[src/rtl/out_bus_arbiter.sv]
// rtl/out_bus_arbiter.sv - two-requester arbiter driving an external address/data/LE bus
//
// Purpose: grants one of two requesters, samples its operands, and runs a
// SETUP -> [STROBE] -> HOLD bus transaction, pulsing done at the end.
// Configuration macro: RR_ARB_EN (defined = round-robin, undefined = fixed
// priority with requester 0 winning conflicts).
//
// Ports:
//   Clk, Rst          clock, asynchronous active-high reset
//   req[1:0]          bus request per requester (bit 0 core, bit 1 aux)
//   wr[1:0]           1 = write with LE strobe, 0 = address-only cycle
//   addr0/addr1       requester address operands
//   data0/data1       requester write data operands
//   gnt[1:0]          one-hot grant, held for the whole transaction
//   done[1:0]         one-cycle completion pulse to the granted requester
//   DataOut_Bus       external data bus
//   Addres_Data_Bus   external address bus
//   LE                external latch enable (write strobe)
//   busy              high whenever the FSM is not idle

module out_bus_arbiter #(
  parameter int WAIT_CYC = 1
) (
  input  logic       Clk,
  input  logic       Rst,
  input  logic [1:0] req,
  input  logic [1:0] wr,
  input  logic [7:0] addr0,
  input  logic [7:0] addr1,
  input  logic [7:0] data0,
  input  logic [7:0] data1,
  output logic [1:0] gnt,
  output logic [1:0] done,
  output logic [7:0] DataOut_Bus,
  output logic [7:0] Addres_Data_Bus,
  output logic       LE,
  output logic       busy
);

  typedef enum logic [1:0] {
    S_IDLE   = 2'd0,
    S_SETUP  = 2'd1,
    S_STROBE = 2'd2,
    S_HOLD   = 2'd3
  } state_t;

  localparam logic [3:0] WAIT_V = 4'(WAIT_CYC);

  state_t      state_q;
  logic [3:0]  cnt_q;
  logic [7:0]  addr_q;
  logic [7:0]  data_q;
  logic        wr_q;
  logic [1:0]  gnt_q;
  logic [1:0]  done_q;
  logic [7:0]  dout_q;
  logic [7:0]  aout_q;
  logic        le_q;
  logic        busy_q;

  logic [1:0]  win_d;
  logic [7:0]  sel_addr_d;
  logic [7:0]  sel_data_d;
  logic        sel_wr_d;

`ifdef RR_ARB_EN
  // Index of the requester served most recently; resets to 1 so that
  // requester 0 wins the first conflict.
  logic        last_q;
`endif

  // Winner selection: a lone request always wins; only a conflict consults
  // the arbitration policy.
  always_comb begin
    win_d = req;
    if (req == 2'b11) begin
`ifdef RR_ARB_EN
      win_d = last_q ? 2'b01 : 2'b10;
`else
      win_d = 2'b01;
`endif
    end
    sel_addr_d = win_d[1] ? addr1 : addr0;
    sel_data_d = win_d[1] ? data1 : data0;
    sel_wr_d   = win_d[1] ? wr[1] : wr[0];
  end

  // Outputs are loaded alongside each state transition, so they always
  // reflect the state being entered.
  always_ff @(posedge Clk or posedge Rst) begin
    if (Rst) begin
      state_q <= S_IDLE;
      cnt_q   <= 4'd0;
      addr_q  <= 8'd0;
      data_q  <= 8'd0;
      wr_q    <= 1'b0;
      gnt_q   <= 2'b00;
      done_q  <= 2'b00;
      dout_q  <= 8'd0;
      aout_q  <= 8'd0;
      le_q    <= 1'b0;
      busy_q  <= 1'b0;
`ifdef RR_ARB_EN
      last_q  <= 1'b1;
`endif
    end else begin
      case (state_q)
        S_IDLE: begin
          if (|req) begin
            state_q <= S_SETUP;
            gnt_q   <= win_d;
            addr_q  <= sel_addr_d;
            data_q  <= sel_data_d;
            wr_q    <= sel_wr_d;
            aout_q  <= sel_addr_d;
            dout_q  <= 8'd0;
            le_q    <= 1'b0;
            busy_q  <= 1'b1;
`ifdef RR_ARB_EN
            last_q  <= win_d[1];
`endif
          end
        end
        S_SETUP: begin
          if (wr_q) begin
            state_q <= S_STROBE;
            cnt_q   <= WAIT_V;
            dout_q  <= data_q;
            le_q    <= 1'b1;
          end else begin
            // Address-only: data bus stays 0 through HOLD.
            state_q <= S_HOLD;
            done_q  <= gnt_q;
          end
        end
        S_STROBE: begin
          if (cnt_q == 4'd0) begin
            state_q <= S_HOLD;
            le_q    <= 1'b0;
            done_q  <= gnt_q;
          end else begin
            cnt_q   <= cnt_q - 4'd1;
          end
        end
        S_HOLD: begin
          state_q <= S_IDLE;
          gnt_q   <= 2'b00;
          done_q  <= 2'b00;
          aout_q  <= 8'd0;
          dout_q  <= 8'd0;
          le_q    <= 1'b0;
          busy_q  <= 1'b0;
        end
        default: state_q <= S_IDLE;
      endcase
    end
  end

  assign gnt             = gnt_q;
  assign done            = done_q;
  assign DataOut_Bus     = dout_q;
  assign Addres_Data_Bus = aout_q;
  assign LE              = le_q;
  assign busy            = busy_q;

endmodule
[config.mk]
export PLATFORM = sky130hd
export DESIGN_NAME = out_bus_arbiter
export DESIGN_NICKNAME = d
export VERILOG_FILES = /design/src/rtl/out_bus_arbiter.sv
export SDC_FILE = /design/constraint.sdc
export NUM_CORES = 1
export LEC_CHECK = 0
export CAP_MARGIN = 5
export CORE_UTILIZATION = 50
export CTS_CLUSTER_SIZE = 25
export DETAILED_ROUTE_END_ITERATION = 16
export HOLD_SLACK_MARGIN = 0.08
export PLACE_DENSITY = 0.94
export SYNTH_ARGS = -nofsm -noshare
export SYNTH_HDL_FRONTEND = slang
export SYNTH_SLANG_ARGS = --single-unit
export TNS_END_PERCENT = 5
[constraint.sdc]
create_clock -name Clk -period 3.1 [get_ports Clk]
set_input_delay 0.465 -clock Clk [delete_from_list [all_inputs] [get_ports Clk]]
set_output_delay 0.465 -clock Clk [all_outputs]
set_load 0.01 [all_outputs]
After elaboration in Yosys (flattened, before gate mapping)
Index checks and enable logic that the tools add are counted.
{"block": "totals", "reg_bits": 37, "out_inout_bits": 22, "wordCells": 61}
{"block": "op_classes", "add_sub_neg": 1, "n_eq_ne": 9, "n_mux": 27, "reduce_logical": 14}
{"operator": "8-bit two-way mux", "n": 5}
{"operator": "8-bit one-hot mux with 3 select lines", "n": 1}
{"operator": "8-bit one-hot mux with 2 select lines", "n": 1}
{"operator": "2-bit two-way mux", "n": 6}
{"operator": "3-bit AND reduction", "n": 4}
{"operator": "2-bit inequality test (second input constant)", "n": 5}
{"operator": "4-bit two-way mux", "n": 2}
{"operator": "2-bit one-hot mux with 4 select lines", "n": 1}
{"operator": "4-bit one-hot mux with 2 select lines", "n": 1}
{"operator": "2-bit equality test (second input constant)", "n": 3}
{"operator": "1-bit two-way mux", "n": 6}
{"operator": "2-bit one-hot mux with 3 select lines", "n": 1}
{"operator": "2-bit AND reduction", "n": 3}
{"operator": "3-bit nonzero test", "n": 2}
{"operator": "4-bit zero test", "n": 1}
{"operator": "1-bit one-hot mux with 4 select lines", "n": 1}
{"operator": "2-bit one-hot mux with 2 select lines", "n": 1}
{"operator": "2-bit nonzero test", "n": 2}
{"operator": "4-bit by 1-bit subtractor with 4-bit output (second input constant)", "n": 1}
{"operator": "2-bit by 1-bit equality test with 1-bit output (second input constant)", "n": 1}
{"operator": "2-bit zero test", "n": 1}
{"operator": "1-bit one-hot mux with 2 select lines", "n": 1}
{"operator": "2-bit OR reduction", "n": 1}

Depth between registers and ports, before layout
{"block": "depth", "word_depth": 5, "ltp_mapped": 6, "depth_no_buf": 5}

Worst setup path before layout
No wires, ideal clock.
{"block": "synth_path", "path_kind": "register -> register", "from": "register cnt_q[0]", "to": "register done_q[0] (netlist: done[0])", "t_arrival_ps": 1694, "setup_slack_ps": 1281, "stages_incl_launch_ff": 7, "path_cell_list": "dfrtp_1 > inv_1 > ha_1 > or3b_1 > buf_6 > a221oi_4 > mux2_2"}
{"block": "synth_between", "elab_chain_cells": 3}
{"item": "start: declaration", "line_no": "50", "text": "logic [3:0] cnt_q;"}
{"item": "start signal: assignment", "line_no": "142", "text": "cnt_q <= cnt_q - 4'd1;"}
{"item": "4-bit zero test", "line_no": "137", "text": "if (cnt_q == 4'd0) begin"}
{"item": "2-bit inequality test (no source line)"}
{"item": "3-bit AND reduction (no source line)"}
{"item": "end signal: assignment", "line_no": "133", "text": "done_q <= gnt_q;"}
{"item": "end signal: assignment", "line_no": "140", "text": "done_q <= gnt_q;"}
{"item": "end: declaration", "line_no": "55", "text": "logic [1:0] done_q;"}
Every way passes these cells.
A chain may end at the register's enable or synchronous reset.

Worst setup path in the final report
{"block": "layout_path", "from": "register state_q[0]", "to": "register gnt_q[0] (netlist: gnt[0])"}
{"block": "layout_between", "elab_chain_cells": 3}
{"item": "start: declaration", "line_no": "49", "text": "state_t state_q;"}
{"item": "start signal: assignment", "line_no": "92", "text": "state_q <= S_IDLE;"}
{"item": "start signal: assignment", "line_no": "110", "text": "state_q <= S_SETUP;"}
{"item": "start signal: assignment", "line_no": "126", "text": "state_q <= S_STROBE;"}
{"item": "2-bit equality test or 2-bit zero test (tied branches)"}
{"item": "2-bit nonzero test (no source line) or 2-bit inequality test (tied branches)"}
{"item": "2-bit AND reduction (no source line)"}
{"item": "end signal: assignment", "line_no": "111", "text": "gnt_q <= win_d;"}
{"item": "end: declaration", "line_no": "54", "text": "logic [1:0] gnt_q;"}
Parallel ways exist; a longest one is shown, timed or not.

==> results.txt <==
nature of the critical path endpoint: flop
routed length on met1: 1.97 mm
Reg clk slew, reported paths: 0.07 ns
Core ar.: 3690 sq um
number of port buffers: 59
DP Worst Slack: 0.707 ns
Syn-to-layout area delta: 35.9%
Die ar.: 4100 sq um
Max-Cap Viols: 0
Worst Hold End: Addres_Data_Bus[7]
FP Rows: 22
Setup Crit Path Kind: flop to flop
Yosys reg bits: 37
# Post-CTS Setup Buffers: 0
unrepaired setup endpoints after global routing: no
post-DR vias/cell: 5.61
Slew HR: 0.471
final hold violations: 0
Setup crit start kind: flop
worst reg2reg path depth: 5
met3 wire length: 244 um
CTS root buffer: clkbuf_8
worst-skew pair later-pin latency: 0.30 ns
max layer used: met4
Combinational Power Share: 0.505
largest net degree at the start of global routing: 22
total wire length: 4.39 mm
NetSw: 914 uW
family with the most delay on the worst path: compound AO/OA/AOI/OAI gates
Worst Path Max Fanout: 15
multi-input logic area: 887 sq um
GRT Total Usage: 0.254
initial core utilization: 0.522
Fillers: 270
Clock Power Share: 0.137
cts hold-fix bufs: 0
gp weighted congestion: 0.816
antenna violations before repair: 0
CTS buffer count: 5
min-delay worst type: flop to flop
Ant. Diodes: 0
DRC errors left: 0
CTS tree: built
FF/Latch Area: 926 sq um
grt ovf: 0
DR vias: 1554
H-tree depth: 2
Synth cell types: 42
Final Max Tran Viols: 0
final net count: 274
Net Count, Synth: 217
pwr/cell area: 916 nW/um^2
r2r setup slk: 0.82 ns
register area share after synthesis: 0.481
status: complete, no violations
met2 routed WL: 2.07 mm
Vert. Die Dim: 64.1 um
CP max stage cell: ha_1
Final Util: 0.710
synthesized area per cell: 11.3 sq um
Crit path required time: 3.34 ns
Sink Count: 37
Setup Viol. Count Final: 0
Int Pwr: 1480 uW
Ys Warns: 0
Max rail drop VDD: 0.596 mV
Syn Inst Count: 171
post-route clock period utilization: 0.736
start point of the worst hold path: Addres_Data_Bus[7]
vias in the first global route: 1639
DR pass1 iterations: 4
Resize count post-CTS: 0
Final ANT Viol Nets: 0
die width: 64.1 um
Flop pwr share: 0.359
hold path cells: 1
Clock Tree Buf Depth: 2
Switching Share: 0.381
CP cell instances: inv_1 -> ha_1 -> nor3b_4 -> o21bai_1 -> a22o_1
critical path data arrival time: 2.52 ns
Tightest Pin Transition: 0.792 ns
post-route minimum period: 2.28 ns
First DRT Iteration DRCs: 71
fmax: 438 MHz
r2r endpoint: gnt[0]
setup TNS: 0 ns
mapped cell area: 1930 sq um
Wirelength per Cell: 15.8 um
Crit Reg-Reg Startpoint: state_q[0]
CP peak stage delay: 0.52 ns
Final WS setup: 0.819 ns
share of cells above drive strength 1: 0.0742
Clock Skew: 0.0100 ns
Ports: 60
CP bufs+invs: 1
Final HPWL DP: 3.23 mm
static leakage: 0.00119 uW
global-route wire length before repair: 7.73 mm
[registers in the layout, indices dropped and copies added, names as in the netlist]
register,flops
done,2
state_q,2
data_q,8
Addres_Data_Bus,8
DataOut_Bus,8
gnt,2
busy,1
cnt_q,4
LE,1
wr_q,1
[cells in the mapped netlist]
master      n  area [sq um]
a211o_1     1          8.76
a211oi_1    1          7.51
a21o_1      1          7.51
a21oi_1     2          10.0
a21oi_2     1          8.76
a221oi_4    1          26.3
a22o_1     16           140
a22oi_1     1          7.51
a2bb2oi_1   1          8.76
a31oi_1     1          6.26
and2b_1     1          7.51
buf_1       1          3.75
buf_2       1          5.00
buf_6       1          11.3
clkbuf_1    5          18.8
clkbuf_2    2          10.0
dfrtp_1    37           926
ha_1        8           100
inv_1      17          63.8
mux2_2      3          33.8
mux2i_1    16           160
nand2_1     9          33.8
nand2b_1    2          12.5
nand3b_1    2          15.0
nand4_1     2          12.5
nand4b_1    1          8.76
nor2_1      3          11.3
nor2b_1     5          31.3
nor3_1      2          10.0
nor3_4      1          16.3
nor3b_4     1          18.8
o21ai_0     7          35.0
o21ai_2     1          8.76
o21bai_1    1          7.51
o22ai_1     2          12.5
o2bb2ai_1   8          70.1
o311a_1     1          10.0
o311ai_0    1          8.76
o31a_1      1          8.76
o31ai_1     1          7.51
or2_2       1          6.26
or3b_1      1          8.76
[worst register-to-register path, stage by stage (launching register included)]
cell and delay [ns]:
dfrtp_1 0.43, inv_1 0.19, ha_1 0.52, nor3b_4 0.42, o21bai_1 0.43, a22o_1 0.25
[worst max-delay path by stage]
stage	depth (start not counted)	slack [ns]	start	to
floorplan	6	1.28	cnt_q[0]	done[0]
global placement	4	0.80	req[0]	gnt[0]
detailed placement	4	0.71	req[0]	gnt[0]
CTS	5	0.79	state_q[0]	gnt[0]
global route	5	0.62	state_q[0]	gnt[1]
finish	5	0.82	state_q[0]	gnt[0]
[placed cells by master, fill, tap and decap left out, types with 5 or more instances in the layout]
| cell type | count |
|---|---|
| mux2i_1 | 16 |
| inv_1 | 17 |
| a22o_1 | 16 |
| nand2_1 | 9 |
| clkbuf_8 | 5 |
| o21ai_0 | 7 |
| dfrtp_1 | 37 |
| nor2b_1 | 5 |
| ha_1 | 8 |
| clkdlybuf4s50_1 | 59 |
| o2bb2ai_1 | 8 |
[layer usage]
metal / GRT usage / vias up
li1: - / 733
met1: 0.320 / 757
met2: 0.406 / 57
met3: 0.0554 / 7
met4: 0.136 / 0
met5: 0 / -
[power by group through the flow]
stage	Clock [uW]	Sequential (uW)	Combinational, uW
after floorplan	0	888	733
after global placement	0	851	1170
after detailed placement	0	859	1220
after CTS	334	858	1220
after global routing	356	888	1340
final	328	860	1210
[metrics by stage]
stage | hold slack (ns) | power [uW] | cells | cell area (sq um)
detailed placement | 0.484 | 2080 | 269 | 2530
CTS | 0.504 | 2420 | 277 | 2620
global placement | 0.475 | 2020 | 269 | 2530
global route | 0.519 | 2580 | 277 | 2620
floorplan | 0.473 | 1620 | 171 | 1930
finish | 0.497 | 2400 | 277 | 2620
[kinds of logic (layout without fill, tap and decap cells)]
family | Yosys count | after routing | synth area share
AND/OR/NAND/NOR | 31 | 31 | 0.100
multiplexers | 19 | 19 | 0.101
flip-flops | 37 | 37 | 0.481
buffers and inverters | 27 | 85 | 0.0585
AO/OA/AOI/OAI | 49 | 49 | 0.208
adder cells (fa/ha/maj) | 8 | 8 | 0.0520
[cell type report]
cell class                 instances  share of cell area
multi-input combinational        107               0.339
clock buffer                       6              0.0277
timing repair buffer              60               0.228
inverter                          17              0.0244
tap                               48              0.0229
clock inverter                     2             0.00382
sequential                        37               0.354
No activity file was read; power rests on OpenSTA's default activity.
